### config.mk
export PLATFORM = sky130hd
export DESIGN_NAME = control_fsm
export DESIGN_NICKNAME = d
export VERILOG_FILES = /design/src/rtl/control_fsm.sv
export SDC_FILE = /design/constraint.sdc
export NUM_CORES = 1
export LEC_CHECK = 0
export ABC_AREA = 1
export BUFFER_PORTS_ARGS = -buffer_cell sky130_fd_sc_hd__buf_2
export CAP_MARGIN = 10
export CORE_UTILIZATION = 30
export CTS_CLUSTER_DIAMETER = 60
export DETAILED_ROUTE_END_ITERATION = 8
export GPL_ROUTABILITY_DRIVEN = 0
export PLACE_DENSITY_LB_ADDON = 0.25
export SETUP_SLACK_MARGIN = 0.05
export SYNTH_ARGS = -nofsm -noshare
export SYNTH_HDL_FRONTEND = slang
export SYNTH_SLANG_ARGS = --single-unit
### constraint.sdc
create_clock -name clk -period 1 [get_ports clk]
set_input_delay 0.05 -clock clk [delete_from_list [all_inputs] [get_ports clk]]
set_output_delay 0.05 -clock clk [all_outputs]
set_load 0.03 [all_outputs]
### src/rtl/control_fsm.sv
// control_fsm: multi-cycle FETCH/EXEC/MEM control sequencer with valid/ready opcode intake.
// Optional CTRL_STALL_EN adds a stall input that freezes EXEC/MEM and blocks FETCH acceptance.
module control_fsm #(
  parameter int OPWIDTH   = 3,
  parameter int MCODEBITS = 3,
  parameter int MEM_LAT   = 2
) (
  input  logic                 clk,
  input  logic                 reset_n,
  input  logic                 instr_valid,
  output logic                 instr_ready,
  input  logic [MCODEBITS-1:0] instruction,
  input  logic                 alu_zero,
`ifdef CTRL_STALL_EN
  input  logic                 stall,
`endif
  output logic                 branch,
  output logic                 memToReg,
  output logic                 memWrite,
  output logic                 aluSrc,
  output logic                 regWrite,
  output logic [OPWIDTH-1:0]   aluOp,
  output logic                 retire,
  output logic                 illegal
);
  localparam logic [1:0] IDLE = 2'd0, FETCH = 2'd1, EXEC = 2'd2, MEM = 2'd3;
  localparam int CW = (MEM_LAT > 1) ? $clog2(MEM_LAT) : 1;
  logic [1:0]           state_q, state_d;
  logic [MCODEBITS-1:0] op_q, op_d;
  logic [CW-1:0]        cnt_q, cnt_d;
  logic                 stl, run, legal, is_mem, last, in_ex, in_mem;
  logic [2:0]           op3;
`ifdef CTRL_STALL_EN
  assign stl = stall;
`else
  assign stl = 1'b0;
`endif
  assign run    = !stl;
  assign op3    = op_q[2:0];
  assign legal  = (op_q >> 3) == '0;
  assign is_mem = legal && (op3 == 3'd5 || op3 == 3'd6);
  assign last   = cnt_q == '0;
  assign in_ex  = state_q == EXEC;
  assign in_mem = state_q == MEM;
  always_comb begin
    state_d = state_q;
    op_d    = op_q;
    cnt_d   = cnt_q;
    case (state_q)
      IDLE:  state_d = FETCH;
      FETCH: if (instr_valid && instr_ready) begin
        op_d    = instruction;
        state_d = EXEC;
      end
      EXEC: if (run) begin
        state_d = is_mem ? MEM : FETCH;
        cnt_d   = is_mem ? CW'(MEM_LAT - 1) : cnt_q;
      end
      default: if (run) begin
        state_d = last ? FETCH : MEM;
        cnt_d   = last ? cnt_q : cnt_q - CW'(1);
      end
    endcase
  end
  always_ff @(posedge clk or negedge reset_n) begin
    if (!reset_n) begin
      state_q <= IDLE;
      op_q    <= '0;
      cnt_q   <= '0;
    end else begin
      state_q <= state_d;
      op_q    <= op_d;
      cnt_q   <= cnt_d;
    end
  end
  // Strobes are gated by run so a stalled cycle never fires them; aluOp/aluSrc hold.
  assign instr_ready = state_q == FETCH && !stl;
  assign aluOp    = ((in_ex || in_mem) && legal && op3 != 3'd7) ? OPWIDTH'(op3) : '1;
  assign aluSrc   = (in_ex || in_mem) && legal && op3 != 3'd0 && op3 != 3'd7;
  assign branch   = run && in_ex && legal && ((op3 == 3'd1 && alu_zero) || op3 == 3'd7);
  assign memToReg = run && in_mem && op3 == 3'd5;
  assign memWrite = run && in_mem && op3 == 3'd6 && cnt_q == CW'(MEM_LAT - 1);
  assign regWrite = run && ((in_ex && legal && (op3 == 3'd0 || op3 == 3'd2 || op3 == 3'd3 || op3 == 3'd4))
                            || (in_mem && op3 == 3'd5 && last));
  assign retire   = run && ((in_ex && !is_mem) || (in_mem && last));
  assign illegal  = run && in_ex && !legal;
endmodule
**Word level (Yosys, flattened, before mapping)**

Cells that the tools add are included.

- Bits in writable memories: 0
- Bits in registers: 6
- Memories kept: 0
- Output and inout bits: 11
- Bits of input ports: 7
- Memory bits (read-only): 0
- Bits in latches: 0

- Mux-type cells: 8
- Div/mod/pow operators: 0
- Magnitude comparators: 0
- Bitwise operators: 2
- Reduce and logical (&&, ||, !) cells: 28
- Shifts and indexed selects: 0
- Multipliers: 0
- $add $sub $neg: 1
- Equality and inequality tests: 13

Operators by type and width:

| cell | number |
|---|---|
| $logic_and 1x1->1 | 13 |
| $eq 3x3->1 const B | 4 |
| $logic_or 1x1->1 | 8 |
| $eq 3x2->1 const B | 2 |
| $mux 2 | 3 |
| $pmux 2 s3 | 1 |
| $eq 2x2->1 const B | 2 |
| $reduce_and 2->1 | 2 |
| $eq 3x1->1 const B | 1 |
| $logic_not 3->1 | 1 |
| $mux 3 | 1 |
| $ne 3x3->1 const B | 1 |
| $reduce_bool 3->1 | 1 |
| $eq 2x1->1 const B | 1 |
| $logic_not 2->1 | 1 |
| $mux 1 | 2 |
| $ne 2x1->1 const B | 1 |
| $ne 2x2->1 const B | 1 |
| $not 1->1 | 2 |
| $pmux 1 s2 | 1 |
| $reduce_or 2->1 | 1 |
| $logic_not 1->1 | 1 |
| $sub 1x1->1 const B | 1 |

**Logic depth before layout (Yosys ltp)**

- Depth after elaboration: 6
- Depth in mapped cells: 6
- Gate-level depth less buffers: 5

**Least setup slack after synthesis**

OpenSTA, ideal clock, no wires.

- Kind: flip-flop to output port
- From: register op_q[2], in the netlist op3[2]
- To: output port aluSrc
- Data required time: 0.950 ns
- Arrival: 1.102 ns
- Buffers on the path: 0
- Stages on the path, launching flop included: 6
- Setup slack: -0.152 ns
- Cells stage by stage: dfrtp_1 -> nand2_1 -> clkinv_1 -> nand2_2 -> nand2_1 -> nor2_1

- Longest elaborated chain between the ends: 3

RTL lines:

| item | RTL line | source |
|---|---|---|
| start: declaration | 29 | `logic [MCODEBITS-1:0] op_q, op_d;` |
| start signal: assignment | 72 | `op_q <= op_d;` |
| $reduce_bool 3->1 | 79 | `assign aluSrc = (in_ex \|\| in_mem) && legal && op3 != 3'd0 && op3 != 3'd7;` |
| $logic_and 1x1->1 | 79 |  |
| $logic_and 1x1->1 (*) | 79 |  |
| end: declaration | 20 | `output logic aluSrc,` |

Every way passes the cells marked *; elsewhere a longest branch is shown, timed or not.

**Worst setup path in the final report**

- From: register op_q[2], in the netlist op3[2]
- To: output port branch

- Longest elaborated chain between the ends: 4

RTL lines:

| item | RTL line | source |
|---|---|---|
| $eq 3x1->1 | 80 | `assign branch = run && in_ex && legal && ((op3 == 3'd1 && alu_zero) \|\| op3 == 3'd7);` |
| $logic_and 1x1->1 | 80 |  |
| $logic_or 1x1->1 (*) | 80 |  |
| $logic_and 1x1->1 (*) | 80 |  |
| end: declaration | 17 | `output logic branch,` |

Marks and branches as above.

==> flow_summary.json <==
{
  "run_status": "finished, violations left",
  "failed_checks": "negative setup slack",
  "num-nets-final": 101,
  "period_minus_slack_ps": 1280,
  "grt.overflow.total": 0,
  "tritoncts_clock_tree": "built",
  "fmaxAchievable_ghz": 0.780,
  "die_width_microns": 38.8,
  "yosys_warning_count": 0,
  "grt_setup_unrepaired": "yes",
  "worst_ep_arrival_time_ps": 1230,
  "syn-cell-area_sq_um": 405,
  "finalWorstSetupSlack_ps": -282,
  "logic_depth_of_the_worst_path_buffers_included": 4,
  "route.detailed.drc": 0,
  "p_sw_mw": 1.03,
  "worstPathBufferInverterCount": 1,
  "clock_sink_count": 6,
  "worstReg2RegStart": "state_q[1]$_DFFE_PN0P_",
  "syn-mean-instance-area_sq_um": 6.87,
  "hold_viol_final": 0,
  "drt_pass1_iterations": 2,
  "post-dp-hpwl_microns": 739,
  "avg_vias_per_cell": 4.57,
  "floorplan.die.height_microns": 38.8,
  "critPathSlowestCell": "dfrtp_2",
  "ys_seq_area_share_pct": 37.0,
  "critical_path.max_fanout": 6,
  "ant_nets": 0,
  "report.final.setup_viol": 14,
  "antennaDiodeCount": 0,
  "layout.filler_cells": 91,
  "finalClockSkew_ps": 0.144,
  "power_frac_clock_pct": 9.5,
  "root_buffer": "clkbuf_4",
  "worstSetupStartpoint": "op3[2]$_DFFE_PN0P_",
  "setup.reg_to_reg.worst_slack_ps": -50,
  "postSynthNetCount": 66,
  "total_count_of_max_transition_violations_in_the_final_report": 0,
  "netlist_instances": 59,
  "path_clk_slew_ps": 40,
  "count_of_state_elements_after_synthesis": 6,
  "crit_required_ps": 950,
  "vias": 484,
  "combPwrFrac_pct": 65.3,
  "clock_tree.htree_level_count": 1,
  "flow.area_growth_from_synthesis_pct": 106,
  "wire_length_of_the_first_global_routing_pass_mm": 1.76,
  "power.switching_fraction_pct": 46.3,
  "summed_negative_setup_slack_over_all_endpoints_ps": -2290,
  "drv_cap": 0,
  "reg2regPathDepth": 7,
  "average_wire_length_per_cell_after_detail_routing_microns": 10.9,
  "start_util_pct": 34.2,
  "antenna_violations_before_repair": 0,
  "cell_rows": 12,
  "pin_count_of_the_biggest_net_entering_global_routing": 7,
  "crit_start_category": "register",
  "path_cells": "nor2_1, nand2_1, a21oi_2, buf_6",
  "grtUsageTotal_pct": 17.1,
  "r2r-end": "state_q[1]$_DFFE_PN0P_",
  "power.sequential.fraction_pct": 25.2,
  "criticalPathCategory": "reg -> out",
  "netlist-cell-type-count": 18,
  "design.core.area_sq_mm": 0.00119,
  "worst_setup_path_endpoint": "branch",
  "placement.setup.worst_slack_ps": -84.5,
  "routed_wl_mm": 1.16,
  "critical_path.top_delay_family": "flip-flops",
  "io_buffers": 16,
  "power.density_cell_area_mw_per_mm2": 2660,
  "power.total_mw": 2.22,
  "static-leakage-power_nw": 0.415,
  "final_layout_size_suffix_gt1_share_pct": 70.7,
  "tritoncts.num_buffers": 3,
  "timing.critical_path.slowest_cell_delay_ps": 480,
  "worst_skew_pair.late_latency_ps": 230,
  "crit_end_category": "primary output",
  "pin_count": 18,
  "max-clock-path-buffers": 2,
  "first_global_vias": 419,
  "ir_worst_vdd_mv": 1.62,
  "type_of_the_tightest_min_delay_check": "in -> reg",
  "die-area_sq_mm": 0.00150,
  "final_min_period_over_clock_period_pct": 128,
  "internal_power_mw": 1.19,
  "count_of_routing_violations_after_the_opening_detailed_route_iteration": 2
}
-- Yosys cell counts --
cell,instances,share of area (%)
nor2_4,1,2.8
inv_1,3,2.8
a21oi_2,1,2.2
dfrtp_1,6,37
nand3b_1,1,1.9
inv_2,4,3.7
clkinv_1,1,0.93
nor3_1,1,1.2
nand3_2,2,4.9
nand2_1,19,18
nor2_2,1,1.5
conb_1,1,0.93
nor2_1,5,4.6
buf_4,2,3.7
nand3_1,8,9.9
or2_1,1,1.5
o21ai_1,1,1.2
nand2_2,1,1.5
-- worst min-delay path by stage --
stage / from / endpoint / cells after the start
final: instruction[1] / op3[1]$_DFFE_PN0P_ / 3
after global routing: instruction[1] / op3[1]$_DFFE_PN0P_ / 3
after CTS: instruction[1] / op3[1]$_DFFE_PN0P_ / 3
after detailed placement: reset_n / cnt_q$_DFFE_PN0P_ / 1
after global placement: reset_n / cnt_q$_DFFE_PN0P_ / 1
after floorplan: reset_n / cnt_q$_DFFE_PN0P_ / 0
-- logic make-up after synthesis --
group,share of synthesized area (%)
buffers and inverters,11.1
AOI/OAI and AO/OA,3.39
DFF,37.0
and+or+nand+nor,47.5
other,0.925
-- stage by stage --
stage | area, sq um | hold WS (ps) | util [%] | std cells
floorplan | 419 | -246 | - | 59
global placement | 562 | -122 | 47.4 | 95
detailed placement | 562 | -120 | 47.4 | 95
CTS | 746 | 38.1 | 62.9 | 104
global route | 836 | 42.9 | 70.5 | 106
finish | 836 | 42.5 | 70.5 | 106
-- routing by layer --
| layer | wire (microns) | track usage, % |
|---|---|---|
| met1 | 476 | 20.6 |
| met2 | 662 | 31.3 |
| met3 | 21 | 1.73 |
| met4 | 0 | 5.17 |
| met5 | 0 | 0 |
-- final cells by class --
| class | count | area, sq um | share of cell area (%) |
|---|---|---|---|
| Clock buffer | 3 | 22.5 | 2.69 |
| Inverter | 8 | 37.5 | 4.49 |
| Multi-Input combinational cell | 43 | 307 | 36.7 |
| Sequential cell | 6 | 156 | 18.7 |
| Tap cell | 14 | 17.5 | 2.10 |
| Timing Repair Buffer | 32 | 295 | 35.3 |
-- cell usage in the layout, fill, tap and decap left out, drive strengths merged --
cell type,instances
o21ai,1
buf,31
clkbuf,3
a21oi,1
nand3,10
dfrtp,6
conb,1
or2,1
dlygate4sd3,1
nand3b,1
nor3,1
nor2,7
nand2,20
inv,8
-- tightest hold or removal path, delay by kind of cell --
| family | cells | cell delay [ps] |
|---|---|---|
| buffers and inverters | 1 | 70 |
| AND/OR/NAND/NOR | 2 | 120 |
-- repair_timing --
item | 4_1_cts | 5_1_grt
pin swaps | 8 | 10
gates resized for setup | 37 | 19
buffers inserted | 5 | 3
cloned | 0 | 0
hold buffers | 1 | 0
hold endpoints to repair | 6 | 0
endpoints found under the setup margin | 15 | 16
-- power groups by stage --
stage                     Clock, mW  Combinational (mW)  Sequential, mW
after floorplan                   0               0.632           0.433
after global placement            0               0.901           0.464
after detailed placement          0               0.906           0.469
after CTS                     0.225                1.23           0.501
after global routing          0.236                1.56           0.576
final                         0.212                1.45           0.560
-- registers in the layout, summed over array words and instances, names as in the netlist --
register,cells
op3,3
state_q,2
cnt_q,1
Note: power is estimated with default switching activity, not from simulation.
